**config.mk**
```make
export PLATFORM = sky130hd
export DESIGN_NAME = mem_bist
export DESIGN_NICKNAME = d
export VERILOG_FILES = /design/src/rtl/mem_bist_pkg.sv /design/src/rtl/mem_bist_req_port.sv /design/src/rtl/mem_bist.sv
export SDC_FILE = /design/constraint.sdc
export NUM_CORES = 1
export LEC_CHECK = 0
export CORE_MARGIN = 2
export CORE_UTILIZATION = 55
export CTS_BUF_LIST = sky130_fd_sc_hd__clkbuf_16
export CTS_CLUSTER_DIAMETER = 40
export DETAILED_ROUTE_END_ITERATION = 6
export GPL_TIMING_DRIVEN = 0
export PLACE_DENSITY = 0.79
export SLEW_MARGIN = 15
export SYNTH_ARGS = -nofsm -noshare
export SYNTH_HDL_FRONTEND = slang
export SYNTH_HIERARCHICAL = 1
export SYNTH_SLANG_ARGS = --single-unit
```
**constraint.sdc**
```tcl
create_clock -name clk -period 5.89 [get_ports clk]
set_input_delay 1.178 -clock clk [delete_from_list [all_inputs] [get_ports clk]]
set_output_delay 1.178 -clock clk [all_outputs]
set_load 0.05 [all_outputs]
```
**src/rtl/mem_bist_pkg.sv**
```systemverilog
// Shared types and helpers for the memory BIST initiator.
// Address helpers work on MAX_W-bit values; callers size-cast to their own widths (<= 31 bits).
package mem_bist_pkg;

    typedef logic [2:0] state_t;

    localparam state_t IDLE    = 3'd0;
    localparam state_t WR_REQ  = 3'd1;
    localparam state_t WR_WAIT = 3'd2;
    localparam state_t RD_REQ  = 3'd3;
    localparam state_t RD_WAIT = 3'd4;
    localparam state_t DONE    = 3'd5;

    localparam int MAX_W = 32;

    function automatic logic [MAX_W-1:0] pattern(input logic [MAX_W-1:0] addr,
                                                 input logic [MAX_W-1:0] seed);
        return addr ^ seed;
    endfunction

    // One extra bit so stepping past the top of the address space is visible, not wrapped.
    function automatic logic [MAX_W:0] first_addr(input logic [MAX_W-1:0] start,
                                                  input logic [MAX_W-1:0] io);
        return (start == io) ? ({1'b0, start} + (MAX_W+1)'(1)) : {1'b0, start};
    endfunction

    function automatic logic [MAX_W:0] next_addr(input logic [MAX_W-1:0] cur,
                                                 input logic [MAX_W-1:0] io);
        logic [MAX_W:0] n;
        n = {1'b0, cur} + (MAX_W+1)'(1);
        if (n == {1'b0, io})
            n = n + (MAX_W+1)'(1);
        return n;
    endfunction

    function automatic int tmo_cnt_w(input int timeout);
        return (timeout > 2) ? $clog2(timeout) : 1;
    endfunction

endpackage

```
**src/rtl/mem_bist_req_port.sv**
```systemverilog
// Single-outstanding request port toward mem_cntrl, with a completion timeout.
// go loads a new request; completion and timeout are reported combinationally.
module mem_req_port
    import mem_bist_pkg::*;
#(
    parameter int ADDR_WIDTH = 16,
    parameter int DATA_WIDTH = 16,
    parameter int TIMEOUT    = 1024
) (
    input  logic                  clk,
    input  logic                  rst,
    input  logic                  go,
    input  logic                  wr,
    input  logic [ADDR_WIDTH-1:0] addr,
    input  logic [DATA_WIDTH-1:0] data,
    output logic [ADDR_WIDTH-1:0] mem_addr,
    output logic [DATA_WIDTH-1:0] mem_data_in,
    output logic                  mem_r_en,
    output logic                  mem_w_en,
    input  logic                  mem_rdy,
    input  logic                  mem_cplt,
    input  logic [DATA_WIDTH-1:0] mem_data_out,
    output logic                  cplt,
    output logic [DATA_WIDTH-1:0] rdata,
    output logic                  tmo
);

    localparam int TW = tmo_cnt_w(TIMEOUT);
    localparam logic [TW-1:0] LAST = TW'(TIMEOUT - 1);

    logic          waiting;
    logic [TW-1:0] cnt;

    always_ff @(posedge clk or posedge rst) begin
        if (rst) begin
            mem_addr    <= '0;
            mem_data_in <= '0;
            mem_r_en    <= 1'b0;
            mem_w_en    <= 1'b0;
            waiting     <= 1'b0;
            cnt         <= '0;
        end else if (go) begin
            mem_addr    <= addr;
            mem_data_in <= data;
            mem_w_en    <= wr;
            mem_r_en    <= !wr;
        end else if ((mem_w_en || mem_r_en) && mem_rdy) begin
            // Accepted: drop the strobe, keep address/data until completion
            mem_w_en <= 1'b0;
            mem_r_en <= 1'b0;
            waiting  <= 1'b1;
            cnt      <= '0;
        end else if (waiting) begin
            if (mem_cplt || cnt == LAST)
                waiting <= 1'b0;
            else
                cnt <= cnt + TW'(1);
        end
    end

    assign cplt  = waiting && mem_cplt;
    assign tmo   = waiting && !mem_cplt && (cnt == LAST);
    assign rdata = mem_data_out;

endmodule

```
**src/rtl/mem_bist.sv**
```systemverilog
// Memory BIST initiator: writes P(a)=a^seed over a range, reads it back and compares.
// Acts as an alternate requester on the mem_cntrl interface.
module mem_bist
    import mem_bist_pkg::*;
#(
    parameter int                    ADDR_WIDTH = 16,
    parameter int                    DATA_WIDTH = 16,
    parameter logic [ADDR_WIDTH-1:0] IO_ADDR    = 16'h0101,
    parameter int                    TIMEOUT    = 1024
) (
    input  logic                  clk,
    input  logic                  rst,
    input  logic                  start,
    input  logic [ADDR_WIDTH-1:0] addr_start,
    input  logic [ADDR_WIDTH-1:0] addr_end,
    input  logic [DATA_WIDTH-1:0] seed,
    output logic                  busy,
    output logic                  done,
    output logic                  pass,
    output logic                  timeout,
    output logic [15:0]           err_count,
    output logic [ADDR_WIDTH-1:0] fail_addr,
    output logic [DATA_WIDTH-1:0] fail_data,
    output logic [ADDR_WIDTH-1:0] mem_addr,
    output logic [DATA_WIDTH-1:0] mem_data_in,
    output logic                  mem_r_en,
    output logic                  mem_w_en,
    input  logic                  mem_rdy,
    input  logic                  mem_cplt,
    input  logic [DATA_WIDTH-1:0] mem_data_out
);

    state_t                state;
    logic [ADDR_WIDTH-1:0] cur, end_q, first_q;
    logic [DATA_WIDTH-1:0] seed_q, go_seed, go_data, rdata;
    logic [ADDR_WIDTH:0]   first_w, nxt_w;
    logic [ADDR_WIDTH-1:0] go_addr;
    logic                  empty, last, mismatch, go, go_wr, cplt, tmo;

    assign first_w  = (ADDR_WIDTH+1)'(first_addr(MAX_W'(addr_start), MAX_W'(IO_ADDR)));
    assign empty    = first_w > {1'b0, addr_end};
    assign nxt_w    = (ADDR_WIDTH+1)'(next_addr(MAX_W'(cur), MAX_W'(IO_ADDR)));
    // Compare against the end before stepping so an all-ones end never wraps
    assign last     = (cur == end_q) || (nxt_w > {1'b0, end_q});
    assign mismatch = rdata != DATA_WIDTH'(pattern(MAX_W'(cur), MAX_W'(seed_q)));

    always_comb begin
        go      = 1'b0;
        go_wr   = 1'b0;
        go_addr = cur;
        case (state)
            IDLE: if (start && !empty) begin
                go      = 1'b1;
                go_wr   = 1'b1;
                go_addr = first_w[ADDR_WIDTH-1:0];
            end
            WR_WAIT: if (cplt) begin
                go      = 1'b1;
                go_wr   = !last;
                go_addr = last ? first_q : nxt_w[ADDR_WIDTH-1:0];
            end
            RD_WAIT: if (cplt && !last) begin
                go      = 1'b1;
                go_addr = nxt_w[ADDR_WIDTH-1:0];
            end
            default: ;
        endcase
        go_seed = (state == IDLE) ? seed : seed_q;
        go_data = DATA_WIDTH'(pattern(MAX_W'(go_addr), MAX_W'(go_seed)));
    end

    always_ff @(posedge clk) begin
        if (go)
            cur <= go_addr;
        if (state == IDLE && start) begin
            end_q   <= addr_end;
            first_q <= first_w[ADDR_WIDTH-1:0];
            seed_q  <= seed;
        end
    end

    always_ff @(posedge clk or posedge rst) begin
        if (rst) begin
            state     <= IDLE;
            pass      <= 1'b0;
            timeout   <= 1'b0;
            err_count <= '0;
            fail_addr <= '0;
            fail_data <= '0;
        end else begin
            case (state)
                IDLE: if (start) begin
                    pass      <= empty;
                    timeout   <= 1'b0;
                    err_count <= '0;
                    fail_addr <= '0;
                    fail_data <= '0;
                    state     <= empty ? DONE : WR_REQ;
                end
                WR_REQ: if (mem_w_en && mem_rdy) state <= WR_WAIT;
                WR_WAIT: begin
                    if (tmo) begin
                        timeout <= 1'b1;
                        pass    <= 1'b0;
                        state   <= DONE;
                    end else if (cplt) begin
                        state <= last ? RD_REQ : WR_REQ;
                    end
                end
                RD_REQ: if (mem_r_en && mem_rdy) state <= RD_WAIT;
                RD_WAIT: begin
                    if (tmo) begin
                        timeout <= 1'b1;
                        pass    <= 1'b0;
                        state   <= DONE;
                    end else if (cplt) begin
                        if (mismatch) begin
                            if (err_count != 16'hFFFF)
                                err_count <= err_count + 16'd1;
                            if (err_count == 16'd0) begin
                                fail_addr <= cur;
                                fail_data <= rdata;
                            end
                        end
                        if (last) begin
                            pass  <= (err_count == 16'd0) && !mismatch;
                            state <= DONE;
                        end else begin
                            state <= RD_REQ;
                        end
                    end
                end
                default: state <= IDLE;
            endcase
        end
    end

    assign busy = (state != IDLE) && (state != DONE);
    assign done = (state == DONE);

    mem_req_port #(
        .ADDR_WIDTH(ADDR_WIDTH),
        .DATA_WIDTH(DATA_WIDTH),
        .TIMEOUT   (TIMEOUT)
    ) u_port (
        .clk         (clk),
        .rst         (rst),
        .go          (go),
        .wr          (go_wr),
        .addr        (go_addr),
        .data        (go_data),
        .mem_addr    (mem_addr),
        .mem_data_in (mem_data_in),
        .mem_r_en    (mem_r_en),
        .mem_w_en    (mem_w_en),
        .mem_rdy     (mem_rdy),
        .mem_cplt    (mem_cplt),
        .mem_data_out(mem_data_out),
        .cplt        (cplt),
        .rdata       (rdata),
        .tmo         (tmo)
    );

endmodule

```
==> results of run 1 <==
## synthesized netlist by cell type, types with 21 or more instances
cell type / number / area, um2
dfrtp_1: 98 / 2450
inv_1: 82 / 308
edfxtp_1: 64 / 1920
o21ai_0: 64 / 320
xnor2_1: 56 / 490
nand3_1: 52 / 260
nand2_1: 50 / 188
nor2_1: 45 / 169
ha_1: 40 / 500
clkbuf_1: 39 / 146
nor3_1: 38 / 190
mux2_2: 33 / 372
a21oi_1: 23 / 115
nand4_1: 21 / 131
## worst max-delay path: stages, from the launching register on
cell and delay, ns:
edfxtp_1 0.37, ha_1 0.23, nand4_1 0.23, nor4_2 0.30, xor2_1 0.21, or4b_1 0.64, nor4_1 0.27, xor2_1 0.31
ha_1 0.17, nand4_1 0.09, or4_1 0.53, a211o_2 0.43, or2_1 0.25, buf_6 0.14, clkbuf_8 0.16, a222oi_1 0.42
o21ai_0 0.40, xnor2_1 0.24, mux2_2 0.28
## what timing repair did
| item | CTS | global route |
|---|---|---|
| cloned | 0 | 0 |
| setup buffers | 2 | 3 |
| endpoints found under the setup margin | 45 | 38 |
| pin swaps | 1 | 1 |
| resized for setup | 5 | 13 |
## logic make-up (layout without fill, tap and decap cells)
family                   after synthesis  count (layout)  share of synthesized area
AO/OA/AOI/OAI                        189             189                      0.132
XOR/XNOR                              79              79                     0.0886
adder cells (fa/ha/maj)               40              40                     0.0509
buffers and inverters                167             344                     0.0793
flip-flops                           162             162                      0.445
multiplexers                          51              51                     0.0561
AND/OR/NAND/NOR                      277             277                      0.149
## path summary, 6_finish.rpt
kind / to / cells after the start / slack [ns]
setup / recovery: u_port/mem_data_in[6] / 18 / 0.09
hold / removal: u_port/cnt[7] / 1 / 0.51
setup reg to reg: u_port/mem_data_in[6] / 18 / 0.09
hold reg to reg: u_port/cnt[7] / 1 / 0.51
max in group asynchronous: fail_data[14] / 3 / 4.20
min in group asynchronous: u_port/mem_data_in[12] / 2 / 1.12
## sequential cells by signal, summed over array words and instances (netlist names)
name                cells
u_port/waiting          1
pass                    1
fail_addr              16
u_port/mem_w_en         1
cur                    16
timeout                 1
u_port/mem_data_in     16
seed_q                 16
first_q                16
end_q                  16
u_port/cnt             10
u_port/mem_addr        16
u_port/mem_r_en         1
state                   3
err_count              16
fail_data              16
## per-layer routing
layer / vias to the layer above / track usage
met1: 3983 / 0.439
met4: 0 / 0.128
li1: 3802 / -
met3: 71 / 0.0773
met2: 417 / 0.519
met5: - / 0
## cell type report
type | instances | area [um2]
buffer | 85 | 488
fill | 1295 | 5120
tap | 225 | 282
clock buffer | 17 | 425
clock inverter | 15 | 188
timing repair buffer | 145 | 1460
sequential | 162 | 4370
multi-input combinational | 636 | 4710
inverter | 82 | 312
## report_power, final
part	leakage [nW]	internal, mW	total, mW	switching, mW
registers	1.88	1.46	1.64	0.176
logic	2.74	0.956	2.57	1.62
clock network	0.292	0.646	1.16	0.512
total	4.91	3.07	5.37	2.31
## stage by stage
| stage | std cells | setup slack [ns] | utilization |
|---|---|---|---|
| floorplan | 965 | 0.547 | - |
| global placement | 1328 | -0.434 | 0.662 |
| detailed placement | 1330 | -0.491 | 0.665 |
| CTS | 1364 | 0.0270 | 0.702 |
| global route | 1367 | -0.0343 | 0.705 |
| finish | 1367 | 0.0857 | 0.705 |
==> flow_summary.json, run 1 <==
{
  "status": "finished, final reports clean",
  "wl_met3_mm": 2.57,
  "setup-tns-final_ns": 0,
  "max-cap-violations": 0,
  "io_buffers": 138,
  "period_minus_slack_ns": 5.80,
  "vias_per_cell": 6.05,
  "htree_num_levels": 4,
  "synthToLayoutAreaGrowth_pct": 24.5,
  "grt_pass1_vias": 8163,
  "worstPathRequired_ns": 6.21,
  "routed_wl_mm": 30.2,
  "yosysWarnings": 6,
  "synth_fp_nets": 1074,
  "hold-worst-slack_ns": 0.506,
  "end_kind": "flip-flop",
  "drt_iter0_markers": 995,
  "overflow": 0,
  "synthCells": 965,
  "relSlewSlack": 0.341,
  "arrival_ns": 6.12,
  "tightest_slew_ns": 0.981,
  "hold_class": "reg2reg",
  "hold_viol_final": 0,
  "cts_tree": "done",
  "remaining_drc_errors": 0,
  "cts_buffers": 17,
  "rows": 48,
  "fp.dieH_um": 138,
  "finalCritPeriodShare": 0.985,
  "power_density_nw_per_um2": 439,
  "grt_antenna_before_repair": 0,
  "p_total_mw": 5.37,
  "start_util": 0.566,
  "clk_pin_slew_ns": 0.07,
  "crit_start": "cur[1]",
  "cts_buffer_depth": 2,
  "drive_above_1_share": 0.128,
  "fmax_mhz": 172,
  "setup_viol": 0,
  "syn_area_per_cell_um2": 10.2,
  "dieArea_um2": 19000,
  "critPathKind": "reg2reg",
  "route.met2.wl_mm": 14.3,
  "gp_congestion": 0.968,
  "cts_hold_buffers": 0,
  "yosys.cell_types.count": 78,
  "fin_area_um2": 12200,
  "final_common_cell": "clkdlybuf4s50_1",
  "drv_slew": 0,
  "io_pins": 155,
  "clkSinkCount": 162,
  "grt_pass1_wl_mm": 45.7,
  "synth_edf_count": 64,
  "wire_per_inst_um": 22.1,
  "r2r-start": "cur[1]",
  "ant_nets": 0,
  "diodes": 0,
  "top_layer_used": "met4",
  "die_w_um": 138,
  "fp.coreArea_um2": 17400,
  "synth_area_um2": 9830,
  "grt_use_total": 0.328,
  "finClkSkew_ns": 0.0133,
  "synth_ff_type": "dfrtp_1",
  "dr.pass1.iters": 5,
  "nNetsFinal": 1238,
  "wl_met1_mm": 12.4,
  "irDropWorstVdd_uv": 320,
  "async_flop_share": 0.605,
  "ys_seq_elements": 162,
  "hold_start": "u_port/cnt[7]",
  "dp_hpwl_mm": 22.3,
  "synth-seq-area-share": 0.445,
  "power.leakage_nw": 4.91,
  "cts_root_buf": "clkbuf_16",
  "clock_latency_ns": 0.43,
  "cp_max_fo": 10,
  "layout_common_cells": "138 x clkdlybuf4s50_1, 98 x dfrtp_1, 79 x inv_1, 64 x edfxtp_1, 62 x o21ai_0",
  "placed_area_um2": 11500,
  "start_kind": "flip-flop",
  "grt_start_max_net_pins": 58,
  "vias": 8273
}
Note: power is estimated with default switching activity, not from simulation.
==> run 2: changes to the inputs <==
SLEW_MARGIN = not set   (was 15)
TNS_END_PERCENT = 1   (was not set)
==> flow_summary.json, run 2 (synthesis results as in run 1) <==
{
  "status": "finished, final reports clean",
  "rows": 48,
  "fp.coreArea_um2": 17400,
  "regToRegEndpoint": "u_port/mem_data_in[4]",
  "pre_cts_slack_ns": -0.476,
  "hold_start": "u_port/cnt[7]",
  "clock_latency_ns": 0.44,
  "cp_max_fo": 10,
  "clk_pin_slew_ns": 0.07,
  "grt_pass1_wl_mm": 46.1,
  "overflow": 0,
  "fmax_mhz": 173,
  "setup-tns-final_ns": 0,
  "drv_slew": 0,
  "drive_above_1_share": 0.130,
  "hold_end": "u_port/cnt[7]",
  "drt_iter0_markers": 1079,
  "grt_antenna_before_repair": 0,
  "routed_wl_mm": 30.1,
  "setup_viol": 0,
  "dp.cells": 1331,
  "cts_buffers": 17,
  "cts_tree": "done",
  "grt_use_total": 0.330,
  "dp_hpwl_mm": 22.3,
  "dr.pass1.iters": 6,
  "diodes": 0,
  "gp_congestion": 0.968,
  "rsz0062_at_grt": "true",
  "synthToLayoutAreaGrowth_pct": 24.8,
  "io_buffers": 138,
  "irDropWorstVdd_uv": 320,
  "htree_num_levels": 4,
  "finalCritPeriodShare": 0.979,
  "start_util": 0.566,
  "placed_area_um2": 11600,
  "hold_viol_final": 0,
  "grt_pass1_vias": 8269,
  "relSlewSlack": 0.361,
  "dieArea_um2": 19000,
  "clkSinkCount": 162,
  "fin_area_um2": 12300,
  "power.leakage_nw": 4.93,
  "arrival_ns": 6.08,
  "critPathKind": "reg2reg",
  "end_kind": "flip-flop",
  "setup_ws_ns": 0.125,
  "max-cap-violations": 0,
  "remaining_drc_errors": 0,
  "hold_class": "reg2reg",
  "vias_per_cell": 6.10,
  "r2r_cells": 19,
  "worstPathRequired_ns": 6.21,
  "stdcell_count": 1369,
  "cts_buffer_depth": 2,
  "ant_nets": 0,
  "layout_common_cells": "138 x clkdlybuf4s50_1, 98 x dfrtp_1, 79 x inv_1, 64 x edfxtp_1, 59 x o21ai_0",
  "hold-worst-slack_ns": 0.509,
  "nNetsFinal": 1240,
  "start_kind": "flip-flop",
  "cts_hold_buffers": 0,
  "finClkSkew_ns": 0.0104,
  "final_common_cell": "clkdlybuf4s50_1",
  "cts_root_buf": "clkbuf_16",
  "grt_start_max_net_pins": 34,
  "vias": 8345,
  "r2r-start": "cur[1]",
  "io_pins": 155,
  "p_total_mw": 5.37,
  "period_minus_slack_ns": 5.76,
  "fp.dieH_um": 138,
  "fin_util": 0.707,
  "ff2ff_setup_slack_ns": 0.13,
  "power_density_nw_per_um2": 437,
  "hold_depth": 1,
  "wire_per_inst_um": 22.0,
  "tightest_slew_ns": 0.956,
  "die_w_um": 138
}
[run 2: how the worst max path moves through the flow]
| stage | depth (start not counted) | slack (ns) | startpoint | endpoint |
|---|---|---|---|---|
| 6_report | 19 | 0.13 | cur[1] | u_port/mem_data_in[4] |
| 3_5_place_dp | 19 | -0.48 | cur[10] | u_port/mem_data_in[4] |
| 2_1_floorplan | 19 | 0.55 | cur[10] | u_port/mem_addr[10] |
| 4_1_cts | 19 | -0.05 | cur[10] | u_port/mem_addr[14] |
| 3_3_place_gp | 19 | -0.43 | cur[5] | u_port/mem_data_in[6] |
| 5_1_grt | 20 | -0.0004 | cur[1] | u_port/mem_addr[14] |
[run 2: repair_timing]
item,in CTS,in global routing
setup endpoints to repair,45,47
pin swaps,0,2
buffers inserted,1,5
gates resized for setup,6,17
[run 2: power breakdown]
part           switching, mW  total (mW)  leakage [nW]  internal (mW)
logic                   1.62        2.58          2.76          0.967
registers              0.174        1.64          1.88           1.46
clock network          0.505        1.14         0.296          0.640
[run 2: cell type report]
cell class / count / area [um2]
Fill cell: 1286 / 5080
Multi-Input combinational cell: 636 / 4720
Sequential cell: 162 / 4370
Timing Repair Buffer: 147 / 1490
Buffer: 85 / 490
Clock buffer: 17 / 425
Inverter: 82 / 312
Tap cell: 225 / 282
Clock inverter: 15 / 178
[run 2: layer usage]
layer	part of all wire	wire length, um	vias to the layer above	GRT usage
li1	-	-	3813	-
met1	0.40	12200	4007	0.434
met2	0.47	14300	438	0.528
met3	0.088	2650	87	0.0820
met4	0.035	1050	0	0.132
met5	0	0	-	0
[run 2: critical path, cell delays in order, from the launching register on]
cell and delay (ns):
edfxtp_1 0.38, ha_1 0.23, nand4_1 0.22, or2_2 0.35, buf_2 0.17, nor2_2 0.29
mux2i_2 0.37, nor3_4 0.12, a22o_1 0.26, ha_1 0.31, nand4_1 0.11, or4_1 0.54
a211o_2 0.43, or2_1 0.25, buf_6 0.14, clkbuf_8 0.16, a222oi_1 0.49, o21ai_1 0.32
xnor2_1 0.21, mux2_2 0.28
==> run 3: changes to the inputs <==
CTS_CLUSTER_DIAMETER = not set   (was 40)
==> results of run 3 <==
Final layout, timing and power as in run 2 (identical DEF).
